**config.mk**
```make
export PLATFORM = sky130hd
export DESIGN_NAME = i2s_tdm_transceiver
export DESIGN_NICKNAME = d
export VERILOG_FILES = /design/src/rtl/i2s_pkg.sv /design/src/rtl/i2s_clk_gen.sv /design/src/rtl/i2s_tdm_transceiver.sv
export SDC_FILE = /design/constraint.sdc
export NUM_CORES = 1
export LEC_CHECK = 0
export BUFFER_PORTS_ARGS = -buffer_cell sky130_fd_sc_hd__buf_2
export CAP_MARGIN = 40
export CORE_ASPECT_RATIO = 0.9
export CORE_MARGIN = 2
export CORE_UTILIZATION = 30
export DETAILED_ROUTE_END_ITERATION = 7
export HOLD_SLACK_MARGIN = 0.02
export PLACE_DENSITY = 0.43
export SLEW_MARGIN = 20
export SYNTH_ARGS = -nofsm -noshare
export SYNTH_HDL_FRONTEND = slang
export SYNTH_HIERARCHICAL = 1
export SYNTH_SLANG_ARGS = --single-unit
```
**constraint.sdc**
```tcl
create_clock -name mclk -period 4.2 [get_ports mclk]
set_clock_uncertainty 0.2 [all_clocks]
set_input_delay 0.84 -clock mclk [delete_from_list [all_inputs] [get_ports mclk]]
set_output_delay 0.84 -clock mclk [all_outputs]
set_load 0.02 [all_outputs]
```
**src/rtl/i2s_pkg.sv**
```systemverilog
// Shared constants and derivation helpers for the I2S/TDM transceiver.
// Latency: n/a (compile-time only).
// Backpressure: n/a.
package i2s_pkg;

  // Serial format selection
  localparam int unsigned MODE_I2S = 0;  // data delayed one sclk after ws edge
  localparam int unsigned MODE_LJ  = 1;  // data aligned to ws edge

  // Number of sclk periods in one full frame
  function automatic int unsigned frame_len(input int unsigned n_ch,
                                            input int unsigned slot_width);
    return n_ch * slot_width;
  endfunction

  // Bit delay between slot start and the MSB of that slot's sample
  function automatic int unsigned data_dly(input int unsigned mode);
    return (mode == MODE_I2S) ? 1 : 0;
  endfunction

endpackage

```
**src/rtl/i2s_clk_gen.sv**
```systemverilog
// Bit-clock, frame-sync and bit-position generator derived from mclk.
// Latency: strobes are combinational and flag the cycle whose closing edge makes the event.
// Backpressure: none; free-running once reset is released.
//
// Ports:
//   mclk, reset_n     : master clock, async active-low reset
//   sclk, ws          : serial bit clock and word select (both derived from counter flops)
//   sclk_fall         : this cycle's closing edge drops sclk and advances bit_cnt
//   sclk_rise         : this cycle's closing edge raises sclk (receive sample point)
//   fb                : frame boundary, this cycle's closing edge wraps bit_cnt to 0
//   bit_cnt           : current bit position inside the frame
//   bit_cnt_nxt       : bit position that becomes current on the closing edge
module i2s_clk_gen
  import i2s_pkg::*;
#(
  parameter int unsigned SLOT_WIDTH      = 32,
  parameter int unsigned N_CH            = 2,
  parameter int unsigned MCLK_SCLK_RATIO = 4
) (
  input  logic                                mclk,
  input  logic                                reset_n,
  output logic                                sclk,
  output logic                                ws,
  output logic                                sclk_fall,
  output logic                                sclk_rise,
  output logic                                fb,
  output logic [$clog2(N_CH*SLOT_WIDTH)-1:0]  bit_cnt,
  output logic [$clog2(N_CH*SLOT_WIDTH)-1:0]  bit_cnt_nxt
);

  localparam int unsigned FRAME = frame_len(N_CH, SLOT_WIDTH);
  localparam int unsigned BCW   = $clog2(FRAME);
  localparam int unsigned MCW   = $clog2(MCLK_SCLK_RATIO);

  localparam logic [MCW-1:0] MC_LAST  = MCW'(MCLK_SCLK_RATIO - 1);
  localparam logic [MCW-1:0] MC_HALF  = MCW'(MCLK_SCLK_RATIO / 2);
  localparam logic [BCW-1:0] BIT_LAST = BCW'(FRAME - 1);
  localparam logic [BCW-1:0] BIT_HALF = BCW'(FRAME / 2);

  logic [MCW-1:0] mclk_cnt_q, mclk_cnt_d;
  logic [BCW-1:0] bit_cnt_q,  bit_cnt_d;
  logic           mclk_wrap;

  always_comb begin
    mclk_wrap  = (mclk_cnt_q == MC_LAST);
    mclk_cnt_d = mclk_wrap ? '0 : mclk_cnt_q + 1'b1;
    bit_cnt_d  = bit_cnt_q;
    if (mclk_wrap) begin
      bit_cnt_d = (bit_cnt_q == BIT_LAST) ? '0 : bit_cnt_q + 1'b1;
    end
  end

  always_ff @(posedge mclk or negedge reset_n) begin
    if (!reset_n) begin
      mclk_cnt_q <= '0;
      bit_cnt_q  <= '0;
    end else begin
      mclk_cnt_q <= mclk_cnt_d;
      bit_cnt_q  <= bit_cnt_d;
    end
  end

  // sclk/ws decode straight from reset-cleared flops, so both read 0 during reset.
  // The counter wrap is the sclk falling edge, which is also where ws toggles.
  assign sclk        = (mclk_cnt_q >= MC_HALF);
  assign ws          = (bit_cnt_q >= BIT_HALF);
  assign sclk_fall   = mclk_wrap;
  assign sclk_rise   = (mclk_cnt_q == (MC_HALF - 1'b1));
  assign fb          = mclk_wrap && (bit_cnt_q == BIT_LAST);
  assign bit_cnt     = bit_cnt_q;
  assign bit_cnt_nxt = bit_cnt_d;

endmodule

```
**src/rtl/i2s_tdm_transceiver.sv**
```systemverilog
// I2S / left-justified TDM master transceiver: one frame buffered each way.
// Latency: accepted tx frame goes out in the next frame to start; rx frame is presented at the FB ending it.
// Backpressure: tx_ready low while the holding buffer is full; an unread rx frame is overwritten (rx_overrun).
//
// Ports:
//   mclk, reset_n            : sole clock, async active-low reset
//   sclk, ws, sd_tx, sd_rx   : serial bus (master side)
//   tx_data/tx_valid/tx_ready: frame to send, channel 0 in LSBs
//   rx_data/rx_valid/rx_ready: last received frame, channel 0 in LSBs
//   tx_underrun, rx_overrun  : one-mclk error pulses
module i2s_tdm_transceiver
  import i2s_pkg::*;
#(
  parameter int unsigned D_WIDTH         = 24,
  parameter int unsigned SLOT_WIDTH      = 32,
  parameter int unsigned N_CH            = 2,
  parameter int unsigned MCLK_SCLK_RATIO = 4,
  parameter int unsigned MODE            = MODE_I2S
) (
  input  logic                      mclk,
  input  logic                      reset_n,
  output logic                      sclk,
  output logic                      ws,
  output logic                      sd_tx,
  input  logic                      sd_rx,
  input  logic [N_CH*D_WIDTH-1:0]   tx_data,
  input  logic                      tx_valid,
  output logic                      tx_ready,
  output logic [N_CH*D_WIDTH-1:0]   rx_data,
  output logic                      rx_valid,
  input  logic                      rx_ready,
  output logic                      tx_underrun,
  output logic                      rx_overrun
);

  localparam int unsigned FW    = N_CH * D_WIDTH;
  localparam int unsigned FRAME = frame_len(N_CH, SLOT_WIDTH);
  localparam int unsigned BCW   = $clog2(FRAME);
  localparam int unsigned DLY   = data_dly(MODE);

  logic           sclk_fall, sclk_rise, fb;
  logic [BCW-1:0] bit_cnt, bit_cnt_nxt;

  i2s_clk_gen #(
    .SLOT_WIDTH      (SLOT_WIDTH),
    .N_CH            (N_CH),
    .MCLK_SCLK_RATIO (MCLK_SCLK_RATIO)
  ) u_clk_gen (
    .mclk        (mclk),
    .reset_n     (reset_n),
    .sclk        (sclk),
    .ws          (ws),
    .sclk_fall   (sclk_fall),
    .sclk_rise   (sclk_rise),
    .fb          (fb),
    .bit_cnt     (bit_cnt),
    .bit_cnt_nxt (bit_cnt_nxt)
  );

  // ---------------------------------------------------------------- transmit
  logic [FW-1:0] tx_buf_q,   tx_buf_d;
  logic          tx_full_q,  tx_full_d;
  logic [FW-1:0] tx_frame_q, tx_frame_d;   // frame currently on the wire
  logic          sd_tx_q,    sd_tx_d;
  logic          tx_underrun_q, tx_underrun_d;
  logic          tx_xfer;

  assign tx_xfer = tx_valid && !tx_full_q;

  always_comb begin
    tx_buf_d      = tx_buf_q;
    tx_full_d     = tx_full_q;
    tx_frame_d    = tx_frame_q;
    tx_underrun_d = 1'b0;
    sd_tx_d       = sd_tx_q;

    if (tx_xfer) begin
      tx_buf_d  = tx_data;
      tx_full_d = 1'b1;
    end

    if (fb) begin
      if (tx_full_q) begin
        tx_frame_d = tx_buf_q;
        tx_full_d  = 1'b0;
      end else if (tx_xfer) begin
        // Data arriving on the boundary itself bypasses the buffer so it
        // makes the frame that is starting rather than the one after.
        tx_frame_d = tx_data;
        tx_full_d  = 1'b0;
      end else begin
        tx_frame_d    = '0;
        tx_underrun_d = 1'b1;
      end
    end

    // On each sclk fall, present the bit for the position being entered.
    // Uses tx_frame_d so the MSB at position 0 (no delay) comes from the
    // frame loaded on this same edge.
    if (sclk_fall) begin
      sd_tx_d = 1'b0;
      for (int k = 0; k < int'(N_CH); k++) begin
        for (int j = 0; j < int'(D_WIDTH); j++) begin
          if (bit_cnt_nxt == BCW'(k * SLOT_WIDTH + DLY + (D_WIDTH - 1 - j))) begin
            sd_tx_d = tx_frame_d[k*D_WIDTH + j];
          end
        end
      end
    end
  end

  always_ff @(posedge mclk or negedge reset_n) begin
    if (!reset_n) begin
      tx_buf_q      <= '0;
      tx_full_q     <= 1'b0;
      tx_frame_q    <= '0;
      sd_tx_q       <= 1'b0;
      tx_underrun_q <= 1'b0;
    end else begin
      tx_buf_q      <= tx_buf_d;
      tx_full_q     <= tx_full_d;
      tx_frame_q    <= tx_frame_d;
      sd_tx_q       <= sd_tx_d;
      tx_underrun_q <= tx_underrun_d;
    end
  end

  assign sd_tx       = sd_tx_q;
  assign tx_ready    = !tx_full_q;
  assign tx_underrun = tx_underrun_q;

  // ----------------------------------------------------------------- receive
  logic [FW-1:0] rx_asm_q,  rx_asm_d;      // frame being assembled
  logic [FW-1:0] rx_data_q, rx_data_d;
  logic          rx_valid_q, rx_valid_d;
  logic          rx_overrun_q, rx_overrun_d;
  logic          rx_armed_q, rx_armed_d;   // set once a complete frame has been seen

  always_comb begin
    rx_asm_d     = rx_asm_q;
    rx_data_d    = rx_data_q;
    rx_valid_d   = rx_valid_q;
    rx_overrun_d = 1'b0;
    rx_armed_d   = rx_armed_q;

    if (sclk_rise) begin
      for (int k = 0; k < int'(N_CH); k++) begin
        for (int j = 0; j < int'(D_WIDTH); j++) begin
          if (bit_cnt == BCW'(k * SLOT_WIDTH + DLY + (D_WIDTH - 1 - j))) begin
            rx_asm_d[k*D_WIDTH + j] = sd_rx;
          end
        end
      end
    end

    if (fb) begin
      // The first boundary after reset closes a frame of unknown origin.
      rx_armed_d = 1'b1;
      if (rx_armed_q) begin
        rx_data_d    = rx_asm_q;
        rx_valid_d   = 1'b1;   // wins over a coinciding rx_ready
        rx_overrun_d = rx_valid_q && !rx_ready;
      end
    end else if (rx_valid_q && rx_ready) begin
      rx_valid_d = 1'b0;
    end
  end

  always_ff @(posedge mclk or negedge reset_n) begin
    if (!reset_n) begin
      rx_asm_q     <= '0;
      rx_data_q    <= '0;
      rx_valid_q   <= 1'b0;
      rx_overrun_q <= 1'b0;
      rx_armed_q   <= 1'b0;
    end else begin
      rx_asm_q     <= rx_asm_d;
      rx_data_q    <= rx_data_d;
      rx_valid_q   <= rx_valid_d;
      rx_overrun_q <= rx_overrun_d;
      rx_armed_q   <= rx_armed_d;
    end
  end

  assign rx_data    = rx_data_q;
  assign rx_valid   = rx_valid_q;
  assign rx_overrun = rx_overrun_q;

endmodule

```
# ---- Yosys cells after proc, flatten, opt, wreduce, memory -nomap -nowiden
# Cells that the tools add are included.
# W data, S select, Z words.
dict set report totals {
  wordCells 286
  output_inout_bits 55
  input_bits 53
  reg_bits 206
}
dict set report op_classes {
  mux 66
  n_addsub 2
  reduce_logical 57
  eq_ne 100
  order_cmp 2
}
# operator count
set ops {}
lappend ops {{$eq A6 B6 Y1 const B} 49}
lappend ops {{$mux W48} 3}
lappend ops {{$eq A6 B5 Y1 const B} 18}
lappend ops {{$reduce_and A2 Y1} 50}
lappend ops {{$eq A6 B4 Y1 const B} 16}
lappend ops {{$mux W1} 60}
lappend ops {{$eq A6 B3 Y1 const B} 8}
lappend ops {{$eq A6 B2 Y1 const B} 4}
lappend ops {{$eq A6 B1 Y1 const B} 2}
lappend ops {{$mux W6} 2}
lappend ops {{$add A6 B1 Y6 const B} 1}
lappend ops {{$ge A6 B6 Y1 const B} 1}
lappend ops {{$logic_and A1 B1 Y1} 4}
lappend ops {{$add A2 B1 Y2 const B} 1}
lappend ops {{$eq A2 B1 Y1 const B} 1}
lappend ops {{$eq A2 B2 Y1 const B} 1}
lappend ops {{$ge A2 B2 Y1 const B} 1}
lappend ops {{$logic_not A1 Y1} 2}
lappend ops {{$mux W2} 1}
lappend ops {{$ne A2 B1 Y1 const B} 1}
lappend ops {{$reduce_bool A2 Y1} 1}

# ---- Depth between registers and ports, before layout
dict set report logic_depth {
  depth_word 53
  mapped_depth 15
}

# ---- Modules after synthesis
# Netlist, hierarchy kept.
# mod area_per_inst_um2 seq_area_each_um2 cells_each n_inst
set by_module_without_submodules {}
lappend by_module_without_submodules {i2s_tdm_transceiver 8712.1 4954.8 840 1}
lappend by_module_without_submodules {i2s_clk_gen 420.4 200.2 39 1}

# ---- Worst setup path before layout
# OpenSTA, ideal clock, no wires.
dict set report synth_timing {
  path_kind {reg2reg}
  from {register u_clk_gen.mclk_cnt_q[0]}
  to {register sd_tx_q, in the netlist sd_tx}
  setup_slack_ps 1241
  path_stages_with_launch 13
  setup_time_ps 126
  n_path_buf 2
  t_required_ps 3874
  arrival_ps 2634
  cell_sequence {dfrtp_1 -> ha_1 -> buf_6 -> nand4_4 -> or3_1 -> a21oi_2 -> clkbuf_1 -> nor3_1 -> a41oi_1 -> o311ai_0 -> a221o_1 -> a211oi_1 -> o2bb2ai_1}
}
dict set report synth_between {
  elab_chain_len 51
  elab_cells_between_ends 100
}
# item line
set synth_lines {}
lappend synth_lines {{start: declaration} i2s_clk_gen.sv:40} ;# logic [MCW-1:0] mclk_cnt_q, mclk_cnt_d;
lappend synth_lines {{start signal: assignment} i2s_clk_gen.sv:58} ;# mclk_cnt_q <= mclk_cnt_d;
lappend synth_lines {{$eq A2 B2 Y1 (*)} i2s_clk_gen.sv:45} ;# mclk_wrap = (mclk_cnt_q == MC_LAST);
lappend synth_lines {{via sclk_fall} i2s_tdm_transceiver.sv:41} ;# logic sclk_fall, sclk_rise, fb;
lappend synth_lines {{$mux W6 (*)} i2s_clk_gen.sv:48} ;# if (mclk_wrap) begin
lappend synth_lines {{via bit_cnt_nxt[5]} i2s_tdm_transceiver.sv:42} ;# logic [BCW-1:0] bit_cnt, bit_cnt_nxt;
lappend synth_lines {{$eq A6 B5 Y1} i2s_tdm_transceiver.sv:104} ;# if (bit_cnt_nxt == BCW'(k * SLOT_WIDTH + DLY + (D_WIDTH - 1 - j))) begin
lappend synth_lines {{$mux W1 (47 in a row)} i2s_tdm_transceiver.sv:104}
lappend synth_lines {{$mux W1 (*)} i2s_tdm_transceiver.sv:104}
lappend synth_lines {{end signal: assignment} i2s_tdm_transceiver.sv:123} ;# sd_tx_q <= sd_tx_d;
lappend synth_lines {{end: declaration} i2s_tdm_transceiver.sv:64} ;# logic sd_tx_q, sd_tx_d;
# The timed path passes the listed nets; every way through them passes the cells marked *.
# A chain may end at the register's enable or synchronous reset.

# ---- Worst setup path in the final report
dict set report layout_timing {
  from {register u_clk_gen.mclk_cnt_q[0]}
  to {register sd_tx_q, in the netlist sd_tx}
}
dict set report layout_between {
  elab_cells_between_ends 100
}
# item line
set layout_rtl {}
lappend layout_rtl {{$eq A2 B2 Y1} i2s_clk_gen.sv:45}
lappend layout_rtl {{via sclk_fall} i2s_tdm_transceiver.sv:41}
lappend layout_rtl {{$logic_and A1 B1 Y1} i2s_clk_gen.sv:69} ;# assign fb = mclk_wrap && (bit_cnt_q == BIT_LAST);
lappend layout_rtl {{via fb} i2s_tdm_transceiver.sv:41}
lappend layout_rtl {{$mux W48} i2s_tdm_transceiver.sv:82} ;# if (fb) begin
lappend layout_rtl {{via tx_frame_d[20]} i2s_tdm_transceiver.sv:63} ;# logic [FW-1:0] tx_frame_q, tx_frame_d;
lappend layout_rtl {{$mux W1 (28 in a row)} i2s_tdm_transceiver.sv:104}
# The timed path passes the listed nets, and every way through them passes these cells.

==> summary.txt <==
Cells and area
  – Fraction of final layout cells with drive strength greater than 1: 28.3%
  – Post-Route Utilization: 36.5%
  – Area of the multi-input gates: 3660 um2
  – Footprint of the flip-flops and latches: 5160 um2
  – Area growth, synth to finish: 19.7%
  – Number of nets in the layout: 1035
  – Ant diodes: 0
  – Non-Filler Instances: 1398
  – Filler Cells Inserted: 3098

CTS
  – Cts bufs inserted: 24
  – Total of hold buffers inserted after clock tree synthesis: 0
  – TritonCTS clock tree: built
  – Clock-pin slew reported for the worst setup and hold paths after clock tree synthesis: 60 ps
  – Maximum buffer depth of the clock tree: 3
  – Number of gates given a new drive strength after cts: 0
  – Post-CTS setup buffer count: 0
  – Number of clock sinks: 206
  – Clock latency of the later-clocked register in the worst-skew pair: 530 ps
  – H-Tree Depth: 1
  – Clock tree root buffer cell: clkbuf_16

Pwr
  – Peak supply drop: 0.248 mV
  – Total design power: 0.00454 W
  – Total power per unit cell area: 415 nW/um2
  – Leakage component of the power: 5.18 nW

Critical path
  – Endpoint required time on the critical path: 4390 ps
  – Nature of the critical path startpoint: flop
  – Reg2reg setup slack: 510 ps
  – CP Capture Type: flop
  – Kind of critical path: flop to flop
  – Maximum fanout count along the critical path: 52
  – Data arrival at the endpoint of the critical path: 3870 ps

Floorplanning
  – Die X-Extent: 188 um
  – FP Rows: 60
  – Die Ht: 170 um
  – Core box area: 30000 um2
  – Top-level I/O count: 108
  – Initial core utilization: 30.5%
  – Die footprint: 31900 um2

Global route
  – GRT Total Usage: 14.7%
  – Overflow after GRT: 0
  – Wire length of the first global-routing pass: 37500 um
  – Number of antenna violations at the first check in global routing: 0
  – Pin count of the biggest net entering global routing: 84
  – Via count of the first global-routing pass: 6481

Synthesis
  – Number of enable flip-flop cells after synthesis: 0
  – Count of warnings emitted by yosys: 6
  – Async S/R FF share, synth: 100%
  – Synthesized Nets: 937
  – Synth top area cells: dfrtp_1 56%, mux2_2 12%, nand2_1 9.6%
  – Number of different library cells in the post-synthesis netlist: 59
  – Register area share after synthesis: 56.4%
  – Mapped Cells: 879
  – Cell types with the highest counts after synthesis: 234 x nand2_1, 206 x dfrtp_1, 96 x mux2_2
  – Top-count cell post-synth: nand2_1
  – Area of the mapped netlist: 9130 um2
  – Fraction of synthesized cell area taken by the top area cell type: 56.4%
  – Most used DFF post-synth: dfrtp_1
  – Mapped Avg Cell Area: 10.4 um2
  – Number of synthesized register bits: 206
  – Largest area contributor in the synthesized netlist: dfrtp_1

Detailed routing
  – Detailed-router iteration count before antenna repair: 4
  – Via count normalized by instance count: 4.71
  – Total Routed Length: 23200 um
  – DR DRC count: 0
  – Drt wl/cell: 16.6 um
  – Antenna violation net count after detailed routing: 0
  – Number of vias in the routed layout: 6591
  – Detailed Route Iter0 Violations: 357

STA
  – Fmax: 0.271 GHz
  – Max-slew headroom at the worst pin: 43.9%
  – Pins over their slew limit: 0
  – Hold_ws: 150 ps
  – Final setup vio count: 0
  – Slew at the pin closest to its max-slew limit: 837 ps
  – Fin. Hold Viols: 0
  – Total Negative Setup Slacks: 0 ps
  – Clock period minus final worst setup slack: 3690 ps
  – RSZ-0062 raised after global routing: false
  – Final period util: 87.8%

Place
  – IO Port Bufs: 107
  – Weighted congestion at the end of routability-driven global placement: 0.853
  – Total half-perimeter wirelength after legalization and detailed placement: 15500 um
  – Number of placed instances, taps included: 1354

Flow run
  – Max-Cap Viols: 0

Min path
  – Tightest Hold Check Type: input pin to asynchronous set/reset pin

Run status
  – Run status: finished clean
## state kept, by name, indices dropped and copies added (netlist names)
name / count
rx_armed_q: 1
rx_asm_q: 48
rx_data: 48
rx_overrun: 1
rx_valid: 1
sd_tx: 1
tx_buf_q: 48
tx_frame_q: 48
tx_full_q: 1
tx_underrun: 1
u_clk_gen/bit_cnt: 6
u_clk_gen/mclk_cnt_q: 2
## layer usage
| layer | wire [um] | global-route usage [%] |
|---|---|---|
| met5 | 0 | 0 |
| met4 | 438 | 3.05 |
| met3 | 813 | 2.32 |
| met2 | 10400 | 23.1 |
| met1 | 11600 | 21.4 |
## final timing paths
kind / start / end / cells after the start
max reg2reg: u_clk_gen/mclk_cnt_q[0] / sd_tx / 11
min: reset_n / rx_data[25] / 1
min in group mclk: tx_buf_q[38] / tx_buf_q[38] / 2
max: u_clk_gen/mclk_cnt_q[0] / sd_tx / 11
max in group asynchronous: reset_n / tx_buf_q[10] / 2
min reg2reg: tx_buf_q[38] / tx_buf_q[38] / 2
## per-stage QoR
stage                     worst slack (ps)  instance area (um2)
after floorplan                       1240                 9130
after global placement                 468                10100
after detailed placement               535                10100
after CTS                              507                10900
after global routing                   181                10900
final                                  513                10900
## report_power, final
| part | internal, W | total, W | switching (W) |
|---|---|---|---|
| combinational | 0.0000688 | 0.000170 | 0.000102 |
| clock | 0.00141 | 0.00227 | 0.000860 |
| sequential | 0.00206 | 0.00209 | 0.0000351 |
| total | 0.00354 | 0.00454 | 0.000997 |
## critical path: stages (launching register included)
cell and delay, ps:
dfrtp_1 390, ha_1 440, nand4_1 260, nor2_4 200, buf_4 470, a31oi_1 190, o22a_1 240, nor4_1 360
o31ai_1 150, and4_1 220, a211oi_1 300, o2bb2ai_1 110
## cell type report
cell class	instances	area share, %
clock buffer	30	5.97
clock inverter	14	1.92
inverter	11	0.378
multi-input combinational	609	33.5
sequential	206	47.2
tap	403	4.61
timing repair buffer	125	6.44
## placed cells by master, fill, tap and decap left out, types with 10 or more instances in the layout
master / netlist / layout
clkbuf_16: 0 / 24
o21ai_0: 14 / 13
inv_1: 10 / 10
buf_4: 4 / 16
buf_2: 22 / 106
mux2_2: 96 / 96
nand3b_1: 12 / 12
a21oi_1: 14 / 14
nor3_1: 11 / 11
a31oi_1: 44 / 44
nand2_1: 234 / 233
nor2_1: 87 / 86
dfrtp_1: 206 / 205
## logic make-up (layout without fill, tap and decap cells)
family / after synthesis / in the layout / synth area share [%]
xor gates and xnor gates: 4 / 4 / 0.384
AOI/OAI and AO/OA: 117 / 117 / 8.88
muxes: 97 / 97 / 12.1
and+or+nand+nor: 386 / 386 / 17.9
DFF: 206 / 206 / 56.4
buffers and inverters: 64 / 180 / 3.59
adders and majority gates: 5 / 5 / 0.685
Note: power is estimated with default switching activity, not from simulation.
